[src/rtl/sha256d_header_feeder.sv]
// Header feeder for the SHA-256d core: holds an 80-byte header, serves it as
// 32-bit words with word 19 replaced by a free-running nonce, and sweeps nonces.
module sha256d_header_feeder (
  input  logic        clk,
  input  logic        rst,
  input  logic        ld_valid,
  input  logic [7:0]  ld_data,
  output logic        ld_ready,
  input  logic        ld_clear,
  input  logic        run,
  output logic        core_start,
  input  logic        core_rq,
  input  logic [4:0]  core_addr,
  output logic [31:0] core_data,
  output logic        core_rdy,
  input  logic        core_done,
  output logic [31:0] nonce,
  output logic        busy,
  output logic        exhausted
);

  typedef enum logic [2:0] {
    S_LOAD  = 3'd0,
    S_READY = 3'd1,
    S_START = 3'd2,
    S_RUN   = 3'd3,
    S_DONE  = 3'd4
  } state_t;

  state_t      state_q, state_d;
  logic [6:0]  cnt_q, cnt_d;
  logic [31:0] n_q, n_d;
  logic [31:0] data_q, data_d;
  logic        start_q, start_d;
  logic        rdy_q, rdy_d;
  logic        busy_q, busy_d;
  logic        exh_q, exh_d;
  logic        rq_prev_q;
  logic        rq_rise;
  logic [6:0]  base;
  logic [31:0] word_sel;

  // Bytes 76..79 live only in the nonce register, so storage stops at 75.
  logic [7:0]  hdr_q [0:75];

  assign ld_ready   = (state_q == S_LOAD);
  assign core_start = start_q;
  assign core_data  = data_q;
  assign core_rdy   = rdy_q;
  assign nonce      = n_q;
  assign busy       = busy_q;
  assign exhausted  = exh_q;

  assign rq_rise = core_rq && !rq_prev_q;
  assign base    = {core_addr, 2'b00};

  // Word selected by the requested address; lower byte index lands in higher bits.
  always_comb begin
    word_sel = 32'h0;
    if (core_addr < 5'd19) begin
      word_sel = {hdr_q[base], hdr_q[base + 7'd1], hdr_q[base + 7'd2], hdr_q[base + 7'd3]};
    end else if (core_addr == 5'd19) begin
      word_sel = {n_q[7:0], n_q[15:8], n_q[23:16], n_q[31:24]};
    end else begin
      word_sel = 32'h0;
    end
  end

  // Next-state and next-output logic; ld_clear outranks core_done, which outranks core_rq.
  always_comb begin
    state_d = state_q;
    cnt_d   = cnt_q;
    n_d     = n_q;
    data_d  = data_q;
    rdy_d   = 1'b0;
    exh_d   = exh_q;
    if (ld_clear) begin
      state_d = S_LOAD;
      cnt_d   = 7'd0;
      exh_d   = 1'b0;
    end else begin
      case (state_q)
        S_LOAD: begin
          if (ld_valid) begin
            if (cnt_q >= 7'd76) begin
              case (cnt_q[1:0])
                2'd0:    n_d[7:0]   = ld_data;
                2'd1:    n_d[15:8]  = ld_data;
                2'd2:    n_d[23:16] = ld_data;
                2'd3:    n_d[31:24] = ld_data;
                default: n_d        = n_q;
              endcase
            end else begin
              n_d = n_q;
            end
            if (cnt_q == 7'd79) begin
              state_d = S_READY;
              cnt_d   = 7'd0;
            end else begin
              cnt_d = cnt_q + 7'd1;
            end
          end else begin
            cnt_d = cnt_q;
          end
        end
        S_READY: begin
          if (run) begin
            state_d = S_START;
          end else begin
            state_d = S_READY;
          end
        end
        S_START: state_d = S_RUN;
        S_RUN: begin
          if (core_done) begin
            if (n_q == 32'hFFFF_FFFF) begin
              state_d = S_DONE;
              exh_d   = 1'b1;
            end else begin
              n_d     = n_q + 32'd1;
              state_d = run ? S_START : S_READY;
            end
          end else if (rq_rise) begin
            rdy_d  = 1'b1;
            data_d = word_sel;
          end else begin
            rdy_d = 1'b0;
          end
        end
        S_DONE:  state_d = S_DONE;
        default: state_d = S_LOAD;
      endcase
    end
    start_d = (state_d == S_START);
    busy_d  = (state_d == S_START) || (state_d == S_RUN);
  end

  // Control and output registers.
  always_ff @(posedge clk) begin
    if (rst) begin
      state_q   <= S_LOAD;
      cnt_q     <= 7'd0;
      n_q       <= 32'h0;
      data_q    <= 32'h0;
      start_q   <= 1'b0;
      rdy_q     <= 1'b0;
      busy_q    <= 1'b0;
      exh_q     <= 1'b0;
      rq_prev_q <= 1'b0;
    end else begin
      state_q   <= state_d;
      cnt_q     <= cnt_d;
      n_q       <= n_d;
      data_q    <= data_d;
      start_q   <= start_d;
      rdy_q     <= rdy_d;
      busy_q    <= busy_d;
      exh_q     <= exh_d;
      rq_prev_q <= core_rq;
    end
  end

  // Header byte storage; contents survive reset and clear until overwritten.
  always_ff @(posedge clk) begin
    if (!rst && !ld_clear && (state_q == S_LOAD) && ld_valid && (cnt_q < 7'd76)) begin
      hdr_q[cnt_q] <= ld_data;
    end
  end

endmodule

[config.mk]
export PLATFORM = sky130hd
export DESIGN_NAME = sha256d_header_feeder
export DESIGN_NICKNAME = d
export VERILOG_FILES = /design/src/rtl/sha256d_header_feeder.sv
export SDC_FILE = /design/constraint.sdc
export NUM_CORES = 1
export LEC_CHECK = 0
export ABC_CLOCK_PERIOD_IN_PS = 4100
export CORE_UTILIZATION = 60
export DETAILED_ROUTE_END_ITERATION = 16
export PLACE_DENSITY = 0.78
export SLEW_MARGIN = 20
export SYNTH_ARGS = -nofsm -noshare
export SYNTH_HDL_FRONTEND = slang
export SYNTH_SLANG_ARGS = --single-unit
[constraint.sdc]
create_clock -name clk -period 4.1 [get_ports clk]
set_input_delay 0.615 -clock clk [delete_from_list [all_inputs] [get_ports clk]]
set_output_delay 0.615 -clock clk [all_outputs]
set_load 0.01 [all_outputs]
==> impl_metrics.ini <==
[sta]
max-slew-margin-rel_pct = 32.2
period_minus_slack_ns = 3.56
timing.final.crit_share_pct = 86.9
setup_tns_ns = 0
setup_viol = 0
timing_hold_violations_final = 0
final_max_slew_viol_count = 0
timing.clock.skew_ns = 0.0289
rsz_0062_raised_after_global_routing = false
worst_slack_ns = 0.535
max_freq_ghz = 0.281
worst_slew_pin_slew_ns = 1.02

[yosys]
yosys_most_used_dff = sky130_fd_sc_hd__edfxtp_1
netlist_instances = 1695
synth.yosys.seq_area_share_pct = 71.2
ys_warn_count = 0
synth_cell_type_count = 66
synth.ff_latch_count = 687
ys_async_sr_fraction_pct = 0
synthesis.area_per_instance_um2 = 16.4
synth.net_count = 1720
syn-cell-area_mm2 = 0.0279
synth_enable_flop_cells = 608

[clock_tree]
post-cts-setup-buffer-count = 0
total_of_cells_resized_after_clock_tree_synthesis = 0
max-clock-path-buffers = 3
tritoncts_clock_tree = yes
path_clk_slew_ns = 0.06
cts_hold_buf = 0
worstSkewPairLatency_ns = 0.60
tritoncts_num_sinks = 687
cts_max_level = 3
clock_tree.root_cell = sky130_fd_sc_hd__clkbuf_16
numCtsBuffers = 68

[die]
die_footprint_mm2 = 0.0473
floorplan.core_area_mm2 = 0.0456
fp-row-count = 78
start_util_pct = 61.1
dieHeight_um = 218
chipWidth_um = 218
io_pins = 89

[global_route]
grt_start_max_net_pins = 80
grt_pass1_wl_mm = 104
first_global_vias = 16100
gr-total-overflow = 0
track_usage_pct = 30.3
antenna_violations_before_repair = 1

[setup_path]
timing.critical_path.arrival_ns = 3.78
path_class = flop to flop
cpMaxStageDelayCell = sky130_fd_sc_hd__nor2_1
worst_setup_path_end_kind = flop
cp.buffers_inverters = 1
critPathLaunchType = flop
max_stage_delay_ns = 0.78
worst_ep_required_time_ns = 4.32
cp_max_fo = 10
cpLargestDelayFamily = simple AND/OR/NAND/NOR gates
crit_path_cell_trace = or3_1 -> inv_2 -> nand2_1 -> nor4_2 -> nand2_1 -> nor2_1
timing.critical_path.mode_cell = sky130_fd_sc_hd__nand2_1

[detailed_routing]
drc_violation_count_after_routing = 0
detail-route-antenna-nets = 0
firstDrtPassIters = 6
routedWlPerCell_um = 28.9
wl_mm = 70.2
vias = 16800
viasPerCell = 6.91
drt_iter0_markers = 2711

[finish]
layout_commonest_cell = sky130_fd_sc_hd__edfxtp_1
fillerInstances = 2737
antennaDiodeCount = 0
post_synthesis_to_final_layout_area_growth_pct = 13.4
postLayoutCoreUtil_pct = 69.4
final_net_count = 1801
layout-drive-gt1-share_pct = 17.7
most_used_cells_in_the_layout_excluding_fill_and_tap_cells = 608 x sky130_fd_sc_hd__edfxtp_1, 118 x sky130_fd_sc_hd__nor2_1, 96 x sky130_fd_sc_hd__mux4_2

[power_and_ir_drop]
power_leakage_nw = 10.1
worst_ir_drop_vdd_uv = 645
overall_power_consumption_mw = 14.6
power.density_mw_per_mm2 = 462

[placement]
preCtsSetupSlack_ns = 0.419
gp_congestion = 0.922
dp.final_hpwl_mm = 44.1
placement.io_buffers = 88

[status]
run_status = finished, final reports clean

[worst_hold_path]
worst_hold_path_type = input pin to flop

[flow_run]
max_capacitance_violation_count = 0
==> layout make-up <==
| class | instances | area (µm²) | area share [%] |
|---|---|---|---|
| Sequential cell | 687 | 19800 | 62.8 |
| Multi-Input combinational cell | 880 | 7500 | 23.7 |
| Clock buffer | 88 | 1870 | 5.92 |
| Timing Repair Buffer | 129 | 1220 | 3.88 |
| Tap cell | 600 | 751 | 2.38 |
| Clock inverter | 33 | 380 | 1.20 |
| Inverter | 10 | 37.5 | 0.119 |
==> worst register-to-register path, stage by stage, from the launching register on <==
cell	delay (ns)
sky130_fd_sc_hd__dfxtp_1	0.39
sky130_fd_sc_hd__or3_1	0.53
sky130_fd_sc_hd__inv_2	0.13
sky130_fd_sc_hd__nand2_1	0.13
sky130_fd_sc_hd__nor4_2	0.59
sky130_fd_sc_hd__nand2_1	0.63
sky130_fd_sc_hd__nor2_1	0.78
==> power breakdown <==
group	switching [mW]	internal (mW)
combinational	0.429	0.224
clock	2.59	3.74
sequential	0.00254	7.61
total	3.02	11.6
==> per-stage QoR <==
stage | instance area (µm²) | hold WS, ns | instances
floorplan | 27900 | 0.470 | 1695
global placement | 29400 | 0.451 | 2306
detailed placement | 29400 | 0.462 | 2306
CTS | 31600 | 0.412 | 2427
global route | 31600 | 0.437 | 2427
finish | 31600 | 0.439 | 2427
==> synthesized netlist by cell type (3+ instances only) <==
cell type / count / share of area [%]
sky130_fd_sc_hd__a211o_1: 5 / 0.16
sky130_fd_sc_hd__a211oi_1: 8 / 0.22
sky130_fd_sc_hd__a21oi_1: 69 / 1.2
sky130_fd_sc_hd__a221o_1: 19 / 0.68
sky130_fd_sc_hd__a221oi_1: 46 / 1.4
sky130_fd_sc_hd__a22oi_1: 19 / 0.51
sky130_fd_sc_hd__a31oi_1: 14 / 0.31
sky130_fd_sc_hd__and2_1: 9 / 0.20
sky130_fd_sc_hd__and3_1: 6 / 0.13
sky130_fd_sc_hd__and4_1: 8 / 0.25
sky130_fd_sc_hd__buf_1: 8 / 0.11
sky130_fd_sc_hd__buf_2: 24 / 0.43
sky130_fd_sc_hd__clkbuf_1: 82 / 1.1
sky130_fd_sc_hd__dfxtp_1: 79 / 5.7
sky130_fd_sc_hd__edfxtp_1: 608 / 66
sky130_fd_sc_hd__ha_1: 5 / 0.22
sky130_fd_sc_hd__inv_1: 8 / 0.11
sky130_fd_sc_hd__mux2_2: 58 / 2.3
sky130_fd_sc_hd__mux2i_1: 70 / 2.5
sky130_fd_sc_hd__mux4_2: 96 / 7.8
sky130_fd_sc_hd__nand2_1: 54 / 0.73
sky130_fd_sc_hd__nand2b_1: 24 / 0.54
sky130_fd_sc_hd__nand3_1: 43 / 0.77
sky130_fd_sc_hd__nand4_1: 15 / 0.34
sky130_fd_sc_hd__nor2_1: 119 / 1.6
sky130_fd_sc_hd__nor2b_1: 9 / 0.20
sky130_fd_sc_hd__nor3b_1: 3 / 0.081
sky130_fd_sc_hd__o21a_1: 7 / 0.19
sky130_fd_sc_hd__o21ai_0: 64 / 1.1
sky130_fd_sc_hd__o22ai_1: 15 / 0.34
sky130_fd_sc_hd__o311ai_0: 11 / 0.35
sky130_fd_sc_hd__o311ai_1: 3 / 0.094
sky130_fd_sc_hd__o31a_1: 14 / 0.44
sky130_fd_sc_hd__o31ai_1: 20 / 0.54
sky130_fd_sc_hd__o32ai_1: 5 / 0.16
sky130_fd_sc_hd__o41a_1: 3 / 0.12
sky130_fd_sc_hd__o41ai_1: 6 / 0.19
==> worst paths after layout <==
kind,cells past startpoint,slack (ns),end,start
worst min register to register,2,0.48,exhausted$_SDFFE_PP0P_,exhausted$_SDFFE_PP0P_
worst max-delay path,6,0.54,hdr_q[16][0]$_DFFE_PP_,state_q[1]$_SDFF_PP0_
worst min-delay path,1,0.44,hdr_q[70][2]$_DFFE_PP_,ld_data[2]
worst max register to register,6,0.54,hdr_q[16][0]$_DFFE_PP_,state_q[1]$_SDFF_PP0_
==> flip-flops by register name, indices dropped and copies added (netlist names) <==
name        cells
nonce          32
rq_prev_q       1
exhausted       1
busy            1
core_data      32
core_start      1
hdr_q         608
state_q         3
core_rdy        1
cnt_q           7
==> layer usage <==
layer | global-route usage (%) | routed length, µm | vias up
met4 | 11.1 | 2360 | 2
met2 | 46.6 | 32700 | 1183
li1 | - | - | 7019
met5 | 0 | 13 | -
met1 | 43.5 | 27100 | 8404
met3 | 5.83 | 7990 | 161
==> kinds of logic (layout without fill, tap and decap cells) <==
| kind of cell | after synthesis | count (layout) | share of synthesized area, % |
|---|---|---|---|
| buffers and inverters | 128 | 260 | 1.91 |
| XOR/XNOR | 4 | 4 | 0.126 |
| multiplexers | 224 | 224 | 12.6 |
| adder cells (fa/ha/maj) | 5 | 5 | 0.224 |
| AND/OR/NAND/NOR | 308 | 308 | 5.40 |
| flip-flops | 687 | 687 | 71.2 |
| AO/OA/AOI/OAI | 339 | 339 | 8.53 |
No activity file was read; power rests on OpenSTA's default activity.
